[config.mk]
export PLATFORM = sky130hd
export DESIGN_NAME = multdiv_unit
export DESIGN_NICKNAME = d
export VERILOG_FILES = /design/src/rtl/multdiv_pkg.sv /design/src/rtl/multdiv_counter.sv /design/src/rtl/multdiv_unit.sv
export SDC_FILE = /design/constraint.sdc
export NUM_CORES = 1
export LEC_CHECK = 0
export ABC_AREA = 1
export CAP_MARGIN = 5
export CORE_ASPECT_RATIO = 0.9
export CORE_MARGIN = 3
export CORE_UTILIZATION = 30
export DETAILED_ROUTE_END_ITERATION = 8
export SETUP_SLACK_MARGIN = 0.1
export SLEW_MARGIN = 20
export SYNTH_ARGS = -nofsm -noshare
export SYNTH_HDL_FRONTEND = slang
export SYNTH_SLANG_ARGS = --single-unit
[constraint.sdc]
create_clock -name clock -period 4.1 [get_ports clock]
set_input_delay 0.82 -clock clock [delete_from_list [all_inputs] [get_ports clock]]
set_output_delay 0.82 -clock clock [all_outputs]
set_load 0.01 [all_outputs]
[src/rtl/multdiv_pkg.sv]
// Shared definitions for the iterative multiply/divide unit: FSM states and op-select codes.
// Decode uses the same op-select constants to steer mul/div instructions here.
package multdiv_pkg;

    typedef enum logic [1:0] {
        ST_IDLE = 2'b00,
        ST_MULT = 2'b01,
        ST_DIV  = 2'b10,
        ST_DONE = 2'b11
    } state_t;

    typedef enum logic [1:0] {
        OP_NONE = 2'b00,
        OP_MUL  = 2'b01,
        OP_DIV  = 2'b10
    } op_t;

    // Multiply wins when both start strobes arrive on the same edge.
    function automatic op_t decode_op(input logic mult, input logic div);
        if (mult) begin
            return OP_MUL;
        end
        if (div) begin
            return OP_DIV;
        end
        return OP_NONE;
    endfunction

endpackage

[src/rtl/multdiv_counter.sv]
// Iteration counter for multdiv_unit: clears on start, counts enabled steps,
// and flags when WIDTH iterations have completed.
module multdiv_counter #(
    parameter int WIDTH = 32,
    parameter int CNT_W = $clog2(WIDTH + 1)
) (
    input  logic i_clk,
    input  logic i_rst_n,
    input  logic i_clr,
    input  logic i_en,
    output logic o_done
);

    logic [CNT_W-1:0] r_count;

    always_ff @(posedge i_clk or negedge i_rst_n) begin
        if (!i_rst_n) begin
            r_count <= '0;
        end else if (i_clr) begin
            r_count <= '0;
        end else if (i_en) begin
            r_count <= r_count + 1'b1;
        end
    end

    assign o_done = (r_count == CNT_W'(WIDTH));

endmodule

[src/rtl/multdiv_unit.sv]
// Iterative signed multiply (radix-2 Booth) / divide (restoring) unit for the execute stage.
// One iteration per clock; a start strobe in any state aborts the op in flight.
module multdiv_unit
    import multdiv_pkg::*;
#(
    parameter int WIDTH = 32,
    parameter int CNT_W = $clog2(WIDTH + 1)
) (
    input  logic             clock,
    input  logic             reset,
    input  logic             ctrl_MULT,
    input  logic             ctrl_DIV,
    input  logic [WIDTH-1:0] data_operandA,
    input  logic [WIDTH-1:0] data_operandB,
    output logic [WIDTH-1:0] data_result,
    output logic             data_exception,
    output logic             data_resultRDY,
    output logic             busy
);

    state_t             r_state;
    state_t             w_state_nxt;
    op_t                w_op;
    logic               w_start;
    logic               w_cnt_en;
    logic               w_cnt_done;
    logic               w_finish;

    logic [WIDTH-1:0]   r_opa;
    logic [WIDTH-1:0]   r_opb;
    logic [2*WIDTH:0]   r_acc;
    logic               r_neg;
    logic               r_dz;
    logic [WIDTH-1:0]   r_result;
    logic               r_exc;

    logic [WIDTH-1:0]   w_abs_a;
    logic [WIDTH-1:0]   w_abs_b;
    logic [WIDTH:0]     w_booth_sum;
    logic [2*WIDTH:0]   w_booth_nxt;
    logic [WIDTH:0]     w_div_trial;
    logic [2*WIDTH:0]   w_div_nxt;
    logic [WIDTH:0]     w_prod_hi;
    logic [WIDTH-1:0]   w_quo_mag;
    logic [WIDTH-1:0]   w_res_d;
    logic               w_exc_d;

    assign w_op    = decode_op(ctrl_MULT, ctrl_DIV);
    assign w_start = (w_op != OP_NONE);
    assign w_abs_a = data_operandA[WIDTH-1] ? -data_operandA : data_operandA;
    assign w_abs_b = data_operandB[WIDTH-1] ? -data_operandB : data_operandB;

    multdiv_counter #(
        .WIDTH (WIDTH),
        .CNT_W (CNT_W)
    ) u_counter (
        .i_clk   (clock),
        .i_rst_n (reset),
        .i_clr   (w_start),
        .i_en    (w_cnt_en),
        .o_done  (w_cnt_done)
    );

    // Booth step: the add is done one bit wider so the shifted-in sign is exact even for MIN.
    always_comb begin
        w_booth_sum = {r_acc[2*WIDTH], r_acc[2*WIDTH:WIDTH+1]};
        case (r_acc[1:0])
            2'b01:   w_booth_sum = {r_acc[2*WIDTH], r_acc[2*WIDTH:WIDTH+1]} + {r_opa[WIDTH-1], r_opa};
            2'b10:   w_booth_sum = {r_acc[2*WIDTH], r_acc[2*WIDTH:WIDTH+1]} - {r_opa[WIDTH-1], r_opa};
            default: w_booth_sum = {r_acc[2*WIDTH], r_acc[2*WIDTH:WIDTH+1]};
        endcase
        w_booth_nxt = {w_booth_sum, r_acc[WIDTH:1]};
    end

    // Restoring divide step on magnitudes; r_opb holds |divisor| while dividing.
    always_comb begin
        w_div_trial = {1'b0, r_acc[2*WIDTH-2:WIDTH-1]} - {1'b0, r_opb};
        if (!w_div_trial[WIDTH]) begin
            w_div_nxt = {1'b0, w_div_trial[WIDTH-1:0], r_acc[WIDTH-2:0], 1'b1};
        end else begin
            w_div_nxt = {1'b0, r_acc[2*WIDTH-2:0], 1'b0};
        end
    end

    always_comb begin
        w_prod_hi = r_acc[2*WIDTH:WIDTH];
        w_quo_mag = r_acc[WIDTH-1:0];
        if (r_state == ST_MULT) begin
            w_res_d = r_acc[WIDTH:1];
            w_exc_d = !((&w_prod_hi) || !(|w_prod_hi));
        end else if (r_dz) begin
            w_res_d = '0;
            w_exc_d = 1'b1;
        end else begin
            w_res_d = r_neg ? -w_quo_mag : w_quo_mag;
            w_exc_d = !r_neg && w_quo_mag[WIDTH-1];
        end
    end

    always_ff @(posedge clock or negedge reset) begin
        if (!reset) begin
            r_state <= ST_IDLE;
        end else begin
            r_state <= w_state_nxt;
        end
    end

    always_comb begin
        w_state_nxt = r_state;
        w_cnt_en    = 1'b0;
        w_finish    = 1'b0;
        if (w_start) begin
            w_state_nxt = (w_op == OP_MUL) ? ST_MULT : ST_DIV;
        end else begin
            case (r_state)
                ST_MULT: begin
                    if (w_cnt_done) begin
                        w_state_nxt = ST_DONE;
                        w_finish    = 1'b1;
                    end else begin
                        w_cnt_en = 1'b1;
                    end
                end
                ST_DIV: begin
                    if (r_dz || w_cnt_done) begin
                        w_state_nxt = ST_DONE;
                        w_finish    = 1'b1;
                    end else begin
                        w_cnt_en = 1'b1;
                    end
                end
                ST_DONE: w_state_nxt = ST_IDLE;
                default: w_state_nxt = ST_IDLE;
            endcase
        end
    end

    always_ff @(posedge clock or negedge reset) begin
        if (!reset) begin
            r_opa    <= '0;
            r_opb    <= '0;
            r_acc    <= '0;
            r_neg    <= 1'b0;
            r_dz     <= 1'b0;
            r_result <= '0;
            r_exc    <= 1'b0;
        end else if (w_start) begin
            r_opa    <= data_operandA;
            r_neg    <= data_operandA[WIDTH-1] ^ data_operandB[WIDTH-1];
            r_dz     <= (w_op == OP_DIV) && (data_operandB == '0);
            r_result <= '0;
            r_exc    <= 1'b0;
            if (w_op == OP_MUL) begin
                r_opb <= data_operandB;
                r_acc <= {{WIDTH{1'b0}}, data_operandB, 1'b0};
            end else begin
                r_opb <= w_abs_b;
                r_acc <= {{(WIDTH+1){1'b0}}, w_abs_a};
            end
        end else if (w_cnt_en) begin
            r_acc <= (r_state == ST_MULT) ? w_booth_nxt : w_div_nxt;
        end else if (w_finish) begin
            r_result <= w_res_d;
            r_exc    <= w_exc_d;
        end
    end

    assign data_result    = r_result;
    assign data_exception = r_exc;
    assign data_resultRDY = (r_state == ST_DONE);
    assign busy           = (r_state != ST_IDLE);

endmodule
# After elaboration in Yosys (flattened, before gate mapping)
# Cells that the tools add are included.
[word_totals]
regBits = 172
inputBits = 68
out_inout_bits = 35
elab_cells = 89
[op_classes]
n_addsub = 7
n_eq_ne = 12
n_mux = 42
bitwise_logic = 1
n_reduce_logical = 17
[ops]
columns = ["op", "n"]
rows = [
  ["2-to-1 mux 32 bit", 9],
  ["2-to-1 mux 65 bit", 3],
  ["negation 32 bit", 3],
  ["case mux 33 bit (2 select lines)", 1],
  ["subtractor 32 x 32 -> 33 bit", 2],
  ["2-to-1 mux 64 bit", 1],
  ["adder 32 x 32 -> 33 bit", 1],
  ["2-to-1 mux 33 bit", 1],
  ["AND reduction 33 bit", 1],
  ["OR reduction 33 bit", 1],
  ["logical NOT 32 bit", 1],
  ["2-to-1 mux 2 bit", 8],
  ["2-to-1 mux 1 bit", 14],
  ["2-to-1 mux 6 bit", 2],
  ["equality test 2 bit, second input constant", 4],
  ["nonzero test 2 bit", 4],
  ["adder 6 x 1 -> 6 bit, second input constant", 1],
  ["equality test 2 x 1 -> 1 bit, second input constant", 3],
  ["equality test 6 bit, second input constant", 1],
  ["!= test 3 x 2 -> 1 bit, second input constant", 2],
  ["AND reduction 2 bit", 3],
  ["!= test 4 x 1 -> 1 bit, second input constant", 1],
  ["case mux 1 bit (2 select lines)", 2],
  ["case mux 2 bit (2 select lines)", 1],
  ["5 further kinds", 9],
]

# Depth between registers and ports, before layout
# Gate-level depths: netlist (run 1).
[logic_depth]
depth_word = 9
ltp_mapped = 23
depth_no_buf = 23

# By module
# A second synthesis (run 1) with hierarchy kept.
[hier_totals]
cells_unflattened = 2784
hier_area_um2 = 17027.6
[by_module_without_submodules]
columns = ["module", "instances", "cells_per_inst", "area_each_um2", "seq_area_each_um2"]
rows = [
  ["multdiv_unit", 1, 2737, 16668.5, 4154.0],
  ["multdiv_counter", 1, 47, 359.1, 150.1],
]

# Worst setup path before layout (run 1)
# Ideal clock, no wire load.
[synth_path]
path_kind = "register to register"
startpoint = "register r_opa[0]"
endpoint = "register r_acc[58]"
setup_time_ps = 117
arrival_time_ps = 2804
t_required_ps = 3983
setup_slack_ps = 1179
path_stages_with_launch = 23
n_path_buf = 0
period_less_slack_ps = 2921
cell_sequence = "dfrtp_1 inv_1 ha_1 nand2_1 nor2_2 nand2_1 nor2_1 a21oi_1 a21oi_2 o21ai_0 xor2_1 ha_1 nand2_1 nor2_1 nand2_1 nor4_1 nand2_1 nand2_1 nand2_1 nand3_1 nand2_1 nand3_1 nand2_1"
[synth_via]
elab_chain_cells = 5
elab_cells_between_ends = 6
cone_classes = "add/sub: 2; mux: 4"
[synth_lines]
columns = ["element", "line_no", "rtl"]
rows = [
  ["start, declared", "multdiv_unit.sv:29", "logic [WIDTH-1:0] r_opa;"],
  ["start signal, assigned", "multdiv_unit.sv:148", "r_opa <= data_operandA;"],
  ["subtractor 32 x 32 -> 33 bit or adder 32 x 32 -> 33 bit (tied branches)", "multdiv_unit.sv:69, multdiv_unit.sv:68", ""],
  ["case mux 33 bit (2 select lines) *", "multdiv_unit.sv:67", "case (r_acc[1:0])"],
  ["2-to-1 mux 65 bit *", "multdiv_unit.sv:161", "r_acc <= (r_state == ST_MULT) ? w_booth_nxt : w_div_nxt;"],
  ["2-to-1 mux 65 bit *", "multdiv_unit.sv:160", "end else if (w_cnt_en) begin"],
  ["2-to-1 mux 65 bit *", "multdiv_unit.sv:147", "end else if (w_start) begin"],
  ["end signal, assigned", "multdiv_unit.sv:155", "r_acc <= {{WIDTH{1'b0}}, data_operandB, 1'b0};"],
  ["end signal, assigned", "multdiv_unit.sv:158", "r_acc <= {{(WIDTH+1){1'b0}}, w_abs_a};"],
  ["end signal, assigned", "multdiv_unit.sv:161", ""],
  ["end, declared", "multdiv_unit.sv:31", "logic [2*WIDTH:0] r_acc;"],
]
# Mark *: on every way between the ends. The rest lies on a longest branch, timed or not. The select of a mux whose other input is x is not followed.
# A chain may end at the register's enable or synchronous reset.

# Worst setup path after layout (run 1)
[layout_path]
startpoint = "register r_opa[0]"
endpoint = "register r_acc[63]"
# The elaborated chain is that of the path after synthesis.

==> results of run 1 <==
==> worst paths after layout <==
path,start,end
setup / recovery,r_opa[0],r_acc[63]
hold / removal,reset,r_opa[15]
setup reg to reg,r_opa[0],r_acc[63]
hold reg to reg,data_result[22],data_result[22]
max in group asynchronous,reset,data_result[8]
min in group clock,data_result[22],data_result[22]
==> cell families after synthesis <==
kind of cell | synth area share, %
DFF | 25.7
buffers and inverters | 11.1
adders and majority gates | 5.91
xor gates and xnor gates | 4.18
AOI/OAI and AO/OA | 16.7
and+or+nand+nor | 36.5
==> stage by stage <==
step                      total power, uW  util, %  hold slack (ns)  setup WS [ns]  instances
final                                6650     35.0            0.424          0.439       3573
after CTS                            6650     35.0            0.463          0.335       3572
after detailed placement             4910     33.9            0.467          0.359       3540
after global placement               4910     33.9            0.463          0.364       3540
after floorplan                      3940        -            0.453           1.18       2755
after global routing                 7090     35.0            0.480         0.0873       3573
==> cells in the mapped netlist (all sizes together) <==
master / count / area (um2)
clkinv: 3 / 11.3
a221oi: 1 / 8.76
xnor2: 19 / 166
fa: 2 / 40.0
nand3: 221 / 1110
o41ai: 1 / 8.76
a21boi: 1 / 7.51
and2: 3 / 23.8
nand2: 843 / 3200
a41oi: 1 / 8.76
a32oi: 4 / 35.0
o32ai: 1 / 8.76
dfrtp: 172 / 4300
clkbuf: 53 / 199
o21ai: 224 / 1160
or2: 12 / 75.1
o21bai: 9 / 67.6
a22oi: 8 / 65.1
inv: 378 / 1420
nand4: 37 / 231
nor4: 19 / 119
a21oi: 176 / 888
nor3: 38 / 220
and3: 5 / 31.3
o221ai: 1 / 8.76
o31ai: 4 / 30.0
buf: 40 / 224
xor2: 61 / 534
nor2: 261 / 1010
a21o: 4 / 30.0
a211oi: 12 / 90.1
o21a: 3 / 22.5
ha: 76 / 951
nand3b: 14 / 105
a22o: 9 / 78.8
a31oi: 18 / 113
o211ai: 21 / 163
==> critical path, delay by kind of cell, from the launching register on <==
family                   cells  cell delay [ns]
XOR/XNOR                     1             0.42
buffers and inverters        3             0.29
flip-flops                   1             0.40
AO/OA/AOI/OAI                5             0.75
AND/OR/NAND/NOR             11             1.10
adder cells (fa/ha/maj)      2             0.58
==> cells in the final DEF, fill, tap and decap left out, drive strengths merged, types with 6 or more instances in the layout <==
cell type / n
a211oi: 12
a21oi: 176
a22o: 9
a22oi: 8
a31oi: 18
buf: 30
clkbuf: 19
clkdlybuf4s50: 101
clkinv: 6
dfrtp: 172
ha: 76
inv: 385
nand2: 843
nand3: 221
nand3b: 14
nand4: 37
nor2: 261
nor3: 38
nor4: 19
o211ai: 21
o21ai: 224
o21bai: 9
or2: 12
xnor2: 19
xor2: 61
==> power by group through the flow <==
stage / registers [uW] / clock network (uW) / logic (uW)
floorplan: 2020 / 0 / 1910
global placement: 2100 / 0 / 2810
detailed placement: 2100 / 0 / 2800
CTS: 2070 / 1760 / 2820
global route: 2100 / 1830 / 3170
finish: 2080 / 1730 / 2850
==> state kept, by name, indices dropped and copies added, names as in the netlist <==
name / flops
r_opb: 32
u_counter.r_count: 6
data_exception: 1
r_acc: 65
r_neg: 1
data_result: 32
r_dz: 1
r_state: 2
r_opa: 32
==> per-layer routing <==
metal  GRT usage (%)  routed length (um)
met2            32.6               27400
met1            32.0               30200
met5               0                   0
met3            3.27                4240
met4            5.95                1740
==> final cells by class <==
type	instances	share of cell area, %
clock buffers	18	2.29
repair buffers	132	6.64
clock inverters	14	0.899
inverters	381	7.46
well taps	747	4.86
flip-flops and latches	172	22.4
multi-input cells	2109	55.5
==> what timing repair did <==
| item | in CTS | in global routing |
|---|---|---|
| endpoints found under the setup margin | 0 | 6 |
| resized for setup | 0 | 9 |
| buffers inserted | 0 | 1 |
==> out/metrics.cfg, run 1 <==
[final_layout]
regArea_mm2 = 0.00430
area_delta_synth_final_pct = 14.6
final_cell_area_mm2 = 0.0192
multi_input_area_mm2 = 0.0107
drive_gt1_share_pct = 4.67
diodes = 0
fill_cells = 6105
num-nets-final = 2959

[synth]
synth_seq_area_share_pct = 25.7
synthDistinctLibCells = 55
synth_nets = 2901
synth.avg_cell_area_um2 = 6.09
yosysWarnings = 0
syn_area_mm2 = 0.0168
ys_seq_elements = 172
netlist_instances = 2755

[global_routing]
grt.overflow.total = 0
grt_max_degree = 96
track_usage_pct = 21.7
grt_pass1_vias = 16800
grt_first_pass_wirelength_um = 98500
antenna_found_initial = 0

[power_and_ir_drop]
p_clk_share_pct = 26.0
p_sw_share_pct = 44.9
ir_worst_vdd_v = 0.000422
p_switching_uw = 2980
power.density_mw_per_mm2 = 346
p_leak_uw = 0.00958
pwr-share-seq_pct = 31.2
pwr-share-comb_pct = 42.8
power.internal_uw = 3670

[timing]
tns_ns = 0
period_share_pct = 89.3
fmax_mhz = 273
worst_pin_slew_ns = 0.841
rsz0062_at_grt = no
hold_viol = 0
finalClockSkew_ns = 0.0197
slew-limit-headroom_pct = 43.9
post-route-min-period_ns = 3.66
setup_viol = 0
drv_slew = 0

[min_path]
hold_path.class = in2async

[worst_setup_path]
worstPathMaxFanout = 6
critPathKind = reg2reg
cp-end-kind = flop
crit_path_top_delay_cell = xnor2_1
cp_common_cell = nand2_1
reg2reg_depth = 22
rrSetupSlack_ns = 0.44
cpPeakStageDelay_ns = 0.42
startpoint_type = flop
required_ns = 4.45
cp.arrival_ns = 4.01
cp_cell_sequence = inv_1 > ha_1 > nand2_1 > nor2_2 > nand2_1 > nor2_1 > a21oi_1 > a21oi_2 > buf_4 > o21ai_0 > xnor2_1 > ha_1 > nand2_1 > inv_1 > a21oi_1 > nand2_1 > a21oi_1 > nand3_1 > nand3_1 > nand2_1 > nand3_1 > nand2_1

[placement]
io_buffers = 102
placed_area_mm2 = 0.0186
dp_hpwl_um = 50400
finalWeightedCongestion = 0.949

[die]
fp.dieW_um = 255
initial_core_util_pct = 30.6
chipHeight_um = 230
io_pins = 103
dieArea_mm2 = 0.0588
num_rows = 81
core-area_mm2 = 0.0548

[run_status]
outcome = finished clean

[clock_tree]
cts_hold_buf = 0
cts_inserted_buffers = 17
cts_tree = yes
clk_pin_slew_ns = 0.07
clockBufferDepth = 2
clockRootBuffer = clkbuf_16
clock_latency_ns = 0.47
htreeDepth = 4
cts.sinks = 172

[routing]
dr.pass1.iters = 8
routedWlPerCell_um = 17.8
remaining_drc_errors = 0
num_vias = 18200
detail-route-antenna-nets = 0
drt_wl_total_um = 63500
drtIter0Drc = 1815
avgViaCountPerCell = 5.10

[flow_run]
maxCapViolCount = 0

Note: power is estimated with default switching activity, not from simulation.
==> inputs of run 2 (changes only) <==
--- a/config.mk
+++ b/config.mk
@@ -10,9 +10,11 @@
 export CORE_ASPECT_RATIO = 0.9
 export CORE_MARGIN = 3
 export CORE_UTILIZATION = 30
+export CTS_CLUSTER_DIAMETER = 120
 export DETAILED_ROUTE_END_ITERATION = 8
 export SETUP_SLACK_MARGIN = 0.1
 export SLEW_MARGIN = 20
 export SYNTH_ARGS = -nofsm -noshare
 export SYNTH_HDL_FRONTEND = slang
 export SYNTH_SLANG_ARGS = --single-unit
+export TNS_END_PERCENT = 20
==> results of run 2 <==
Same layout as run 1: the final DEF is identical, and so are final timing and power.
